`config.mk`:
```
export PLATFORM = sky130hd
export DESIGN_NAME = prog_loader
export DESIGN_NICKNAME = d
export VERILOG_FILES = /design/src/rtl/prog_loader.sv
export SDC_FILE = /design/constraint.sdc
export NUM_CORES = 1
export LEC_CHECK = 0
export BUFFER_PORTS_ARGS = -buffer_cell sky130_fd_sc_hd__buf_2
export CORE_MARGIN = 2
export CORE_UTILIZATION = 50
export CTS_BUF_LIST = sky130_fd_sc_hd__clkbuf_4 sky130_fd_sc_hd__clkbuf_8 sky130_fd_sc_hd__clkbuf_16
export DETAILED_ROUTE_END_ITERATION = 12
export HOLD_SLACK_MARGIN = 0.03
export PLACE_DENSITY = 0.76
export SKIP_CTS_REPAIR_TIMING = 1
export SLEW_MARGIN = 20
export SYNTH_ARGS = -nofsm -noshare
export SYNTH_HDL_FRONTEND = slang
export SYNTH_SLANG_ARGS = --single-unit
export TNS_END_PERCENT = 5
```
`constraint.sdc`:
```
create_clock -name clk -period 1.48 [get_ports clk]
set_input_delay 0.296 -clock clk [delete_from_list [all_inputs] [get_ports clk]]
set_output_delay 0.296 -clock clk [all_outputs]
set_load 0.01 [all_outputs]
```
`src/rtl/prog_loader.sv`:
```
// Byte-stream program loader: parses SYNC/ADDR/LEN/DATA[/CSUM] frames, writes program memory,
// and holds the core until a complete image is loaded. Optional checksum: PROG_LOADER_CSUM_EN.
module prog_loader #(
    parameter logic [7:0] SYNC_BYTE = 8'hA5
) (
    input  logic       clk,
    input  logic       rst,
    input  logic       s_valid,
    input  logic [7:0] s_data,
    output logic       s_ready,
    output logic       mem_we,
    output logic [7:0] mem_addr,
    output logic [7:0] mem_wdata,
    output logic       cpu_hold,
    output logic       busy,
    output logic       done,
    output logic       err
);

    localparam int unsigned DW = 8;
    localparam int unsigned CW = 9;

    typedef enum logic [2:0] {
        ST_SYNC,
        ST_ADDR,
        ST_LEN,
        ST_DATA,
        ST_CSUM
    } state_t;

    state_t          state, state_nxt;
    logic [DW-1:0]   ptr, ptr_nxt;
    logic [CW-1:0]   cnt, cnt_nxt;
    logic            we_nxt;
    logic [DW-1:0]   addr_nxt, wdata_nxt;
    logic            hold_nxt, done_nxt, err_nxt;
    logic            accept_c;
`ifdef PROG_LOADER_CSUM_EN
    logic [DW-1:0]   sum, sum_nxt;
`endif

    assign accept_c = s_valid && s_ready;

    // State and registered outputs
    always_ff @(posedge clk or negedge rst) begin
        if (!rst) begin
            state     <= ST_SYNC;
            ptr       <= '0;
            cnt       <= '0;
            s_ready   <= 1'b0;
            mem_we    <= 1'b0;
            mem_addr  <= '0;
            mem_wdata <= '0;
            cpu_hold  <= 1'b1;
            busy      <= 1'b0;
            done      <= 1'b0;
            err       <= 1'b0;
`ifdef PROG_LOADER_CSUM_EN
            sum       <= '0;
`endif
        end else begin
            state     <= state_nxt;
            ptr       <= ptr_nxt;
            cnt       <= cnt_nxt;
            s_ready   <= 1'b1;
            mem_we    <= we_nxt;
            mem_addr  <= addr_nxt;
            mem_wdata <= wdata_nxt;
            cpu_hold  <= hold_nxt;
            busy      <= (state_nxt != ST_SYNC);
            done      <= done_nxt;
            err       <= err_nxt;
`ifdef PROG_LOADER_CSUM_EN
            sum       <= sum_nxt;
`endif
        end
    end

    // Frame parser: next state and next output values
    always_comb begin
        state_nxt = state;
        ptr_nxt   = ptr;
        cnt_nxt   = cnt;
        we_nxt    = 1'b0;
        addr_nxt  = mem_addr;
        wdata_nxt = mem_wdata;
        hold_nxt  = cpu_hold;
        done_nxt  = 1'b0;
        err_nxt   = err;
`ifdef PROG_LOADER_CSUM_EN
        sum_nxt   = sum;
`endif
        if (accept_c) begin
            case (state)
                ST_SYNC: begin
                    if (s_data == SYNC_BYTE) begin
                        hold_nxt  = 1'b1;
                        err_nxt   = 1'b0;
                        state_nxt = ST_ADDR;
                    end
                end
                ST_ADDR: begin
                    ptr_nxt   = s_data;
`ifdef PROG_LOADER_CSUM_EN
                    sum_nxt   = s_data;
`endif
                    state_nxt = ST_LEN;
                end
                ST_LEN: begin
                    // A zero length byte encodes a full 256-byte image
                    cnt_nxt   = (s_data == 8'h00) ? 9'd256 : CW'({1'b0, s_data});
`ifdef PROG_LOADER_CSUM_EN
                    sum_nxt   = DW'(sum + s_data);
`endif
                    state_nxt = ST_DATA;
                end
                ST_DATA: begin
                    we_nxt    = 1'b1;
                    addr_nxt  = ptr;
                    wdata_nxt = s_data;
                    ptr_nxt   = DW'(ptr + 8'd1);
                    cnt_nxt   = CW'(cnt - 9'd1);
`ifdef PROG_LOADER_CSUM_EN
                    sum_nxt   = DW'(sum + s_data);
                    if (cnt == 9'd1) begin
                        state_nxt = ST_CSUM;
                    end
`else
                    if (cnt == 9'd1) begin
                        done_nxt  = 1'b1;
                        hold_nxt  = 1'b0;
                        state_nxt = ST_SYNC;
                    end
`endif
                end
`ifdef PROG_LOADER_CSUM_EN
                ST_CSUM: begin
                    if (DW'(sum + s_data) == 8'h00) begin
                        done_nxt = 1'b1;
                        hold_nxt = 1'b0;
                    end else begin
                        err_nxt  = 1'b1;
                    end
                    state_nxt = ST_SYNC;
                end
`endif
                default: state_nxt = ST_SYNC;
            endcase
        end
    end

endmodule
```
==> flow_summary.ini <==
[finish]
final_cell_area_mm2 = 0.00261
multi_input_area_um2 = 975
nFillCells = 320
register_area_mm2 = 0.00103
layout.nets = 269
diodes = 0
final_cell_count_no_fill = 305
utilization = 0.667
syn_to_final_growth_pct = 30.1
layout-drive-gt1-share = 0.404

[yosys]
syn_avg_cell_area_um2 = 10.2
seq_area_frac_synth = 0.512
synth-edff-count = 0
netlist_instances = 196
synth_top_family_by_area = compound AO/OA/AOI/OAI gates
synth_simple_gate_area_share = 0.161
synthAdderAreaFrac = 0.0187
ys_types = 43
synth_compound_area_frac = 0.173
synthArstFlopShare = 1.00
yosysTopAreaCellShare = 0.499
synth_xor_area_frac = 0
syn_nets = 210
ys_ff_latch = 41
syn-cell-area_mm2 = 0.00200
netlist_top_cells_count = dfrtp_1, o21ai_0, a21oi_1
synth.most_common_cell = dfrtp_1
ys.warnings.count = 0
synthFlopType = dfrtp_1
yosys.area.top_type = dfrtp_1
synth_mux_area_frac = 0.0949
netlist_top_cells_area = dfrtp_1, mux2_2, o21ai_0

[worst_setup_path]
required_ns = 1.66
crit_path_top_delay_cell = or4_4
endpoint_kind = flip-flop
arrival_ns = 1.81
worst_path_largest_cell_delay_ns = 0.52
worstPathCellList = or4_4 -> or3_4 -> o22ai_2 -> a21oi_1
cp-start-kind = flip-flop
crit_fanout = 3
critPathKind = flip-flop to flip-flop

[outcome]
status = finished, violations left
violations = setup timing

[pwr]
power_density_mw_per_mm2 = 1730
ir_drop_mv = 0.868
leakage_nw = 1.22

[clocking]
cts_tree = done
cts.clk_slew.worst_paths_ns = 0.08
clock_path_buffers = 2
root_buffer = clkbuf_8
h-tree-depth = 2
clkSinkCount = 41
numCtsBuffers = 5
worstSkewPairLatency_ns = 0.30

[placed_design]
placed_cell_area_mm2 = 0.00243
place_ws_ns = -0.133
dpl.hpwl_um = 3480
gp_congestion = 0.886
portBuffers = 31
placed_cells = 297

[routing]
dr.pass1.iters = 4
wl_per_cell_um = 16.1
final_antenna_net_count = 0
drtIter0Drc = 96
drc = 0
viasPerCell = 5.87
detail_route.wirelength_um = 4910
vias = 1790

[die]
coreArea_mm2 = 0.00391
dieArea_mm2 = 0.00453
fp-row-count = 23
initial_core_util = 0.512
fp.dieW_um = 67.3
num_io_pins = 33
die_h_um = 67.3

[timing]
fmax_mhz = 613
setup_viol = 5
finalWorstSetupSlack_ns = -0.152
rsz0062_at_grt = true
min_period_ns = 1.63
holdWs_ns = 0.355
finalHoldViolCount = 0
skew_ns = 0.00670
fin_crit_sh = 1.10
slew_viol_final = 0

[global_route]
antenna_found_initial = 0
overflow = 0
gr-usage-all-layers = 0.243
grt_pass1_vias = 1698
grt_max_degree = 28
grt_pass1_wl_um = 8020

[hold_path]
holdCritPathClass = input pin to flip-flop

[run]
cap_violations = 0
-- metrics by stage --
step / TNS, ns / power, mW
after floorplan: -0.823 / 2.84
after global placement: -0.373 / 3.54
after detailed placement: -0.537 / 3.61
after CTS: -0.457 / 4.37
after global routing: -0.950 / 4.83
final: -0.357 / 4.50
-- logic make-up (layout without fill, tap and decap cells) --
group	after synthesis	in the layout
other cells	2	2
simple gates	57	57
flops	41	41
fa+ha+maj	3	3
mux	17	17
compound gates	60	60
buf+inv	16	75
-- worst max-delay path: cells and delay by family, from the launching register on --
family	cells	cell delay (ns)
DFF	1	0.40
and+or+nand+nor	2	0.87
AOI/OAI and AO/OA	2	0.24
-- cell type report --
| type | instances | area share |
|---|---|---|
| clock buffers | 6 | 0.0317 |
| well taps | 50 | 0.0240 |
| repair buffers | 63 | 0.165 |
| flip-flops and latches | 41 | 0.395 |
| multi-input cells | 139 | 0.374 |
| clock inverters | 1 | 0.00288 |
| inverters | 5 | 0.00815 |
-- per-layer routing --
layer | up-vias | wire (um) | global-route usage
met5 | - | 0 | 0
met4 | 0 | 109 | 0.0893
met3 | 12 | 338 | 0.0767
met2 | 62 | 2310 | 0.375
met1 | 883 | 2140 | 0.321
li1 | 833 | - | -
-- worst paths after layout --
path | start | end | slack (ns) | cells past startpoint
max in group asynchronous | rst | state[1]$_DFF_PN0_ | 0.56 | 3
setup / recovery | cnt[1]$_DFFE_PN0P_ | cnt[7]$_DFFE_PN0P_ | -0.15 | 4
hold reg to reg | cpu_hold$_DFFE_PN1P_ | cpu_hold$_DFFE_PN1P_ | 0.47 | 2
setup reg to reg | cnt[1]$_DFFE_PN0P_ | cnt[7]$_DFFE_PN0P_ | -0.15 | 4
min in group asynchronous | rst | cnt[3]$_DFFE_PN0P_ | 0.45 | 2
hold / removal | s_data[7] | mem_wdata[7]$_DFFE_PN0P_ | 0.35 | 2
-- state kept, by name (all words and copies together) (netlist names), 3 cells and up --
register and flops:
ptr 8, mem_addr 8, mem_wdata 8, cnt 9, state 3
-- cell usage in the layout, fill, tap and decap left out, types with 2 or more instances in the layout --
cell type / count
a31oi_1: 5
nand2_1: 13
o31a_1: 2
dfrtp_2: 2
ha_1: 2
dfrtp_1: 38
a21oi_1: 17
o21ai_0: 19
clkbuf_8: 6
nor3b_1: 4
mux2_2: 16
and3_1: 3
o21ai_1: 4
buf_2: 31
nand4_1: 2
inv_1: 3
nor2_1: 9
nand3b_1: 2
buf_12: 2
buf_6: 2
buf_4: 27
or4_1: 2
nand3_1: 5
and2_1: 2
nor3_1: 3
conb_1: 2
-- power by group --
part | switching (mW) | internal (mW) | total [mW]
Clock | 0.377 | 0.368 | 0.746
Combinational | 0.922 | 0.913 | 1.84
Sequential | 0.402 | 1.52 | 1.92
Total | 1.70 | 2.80 | 4.50
No activity file was read; power rests on OpenSTA's default activity.
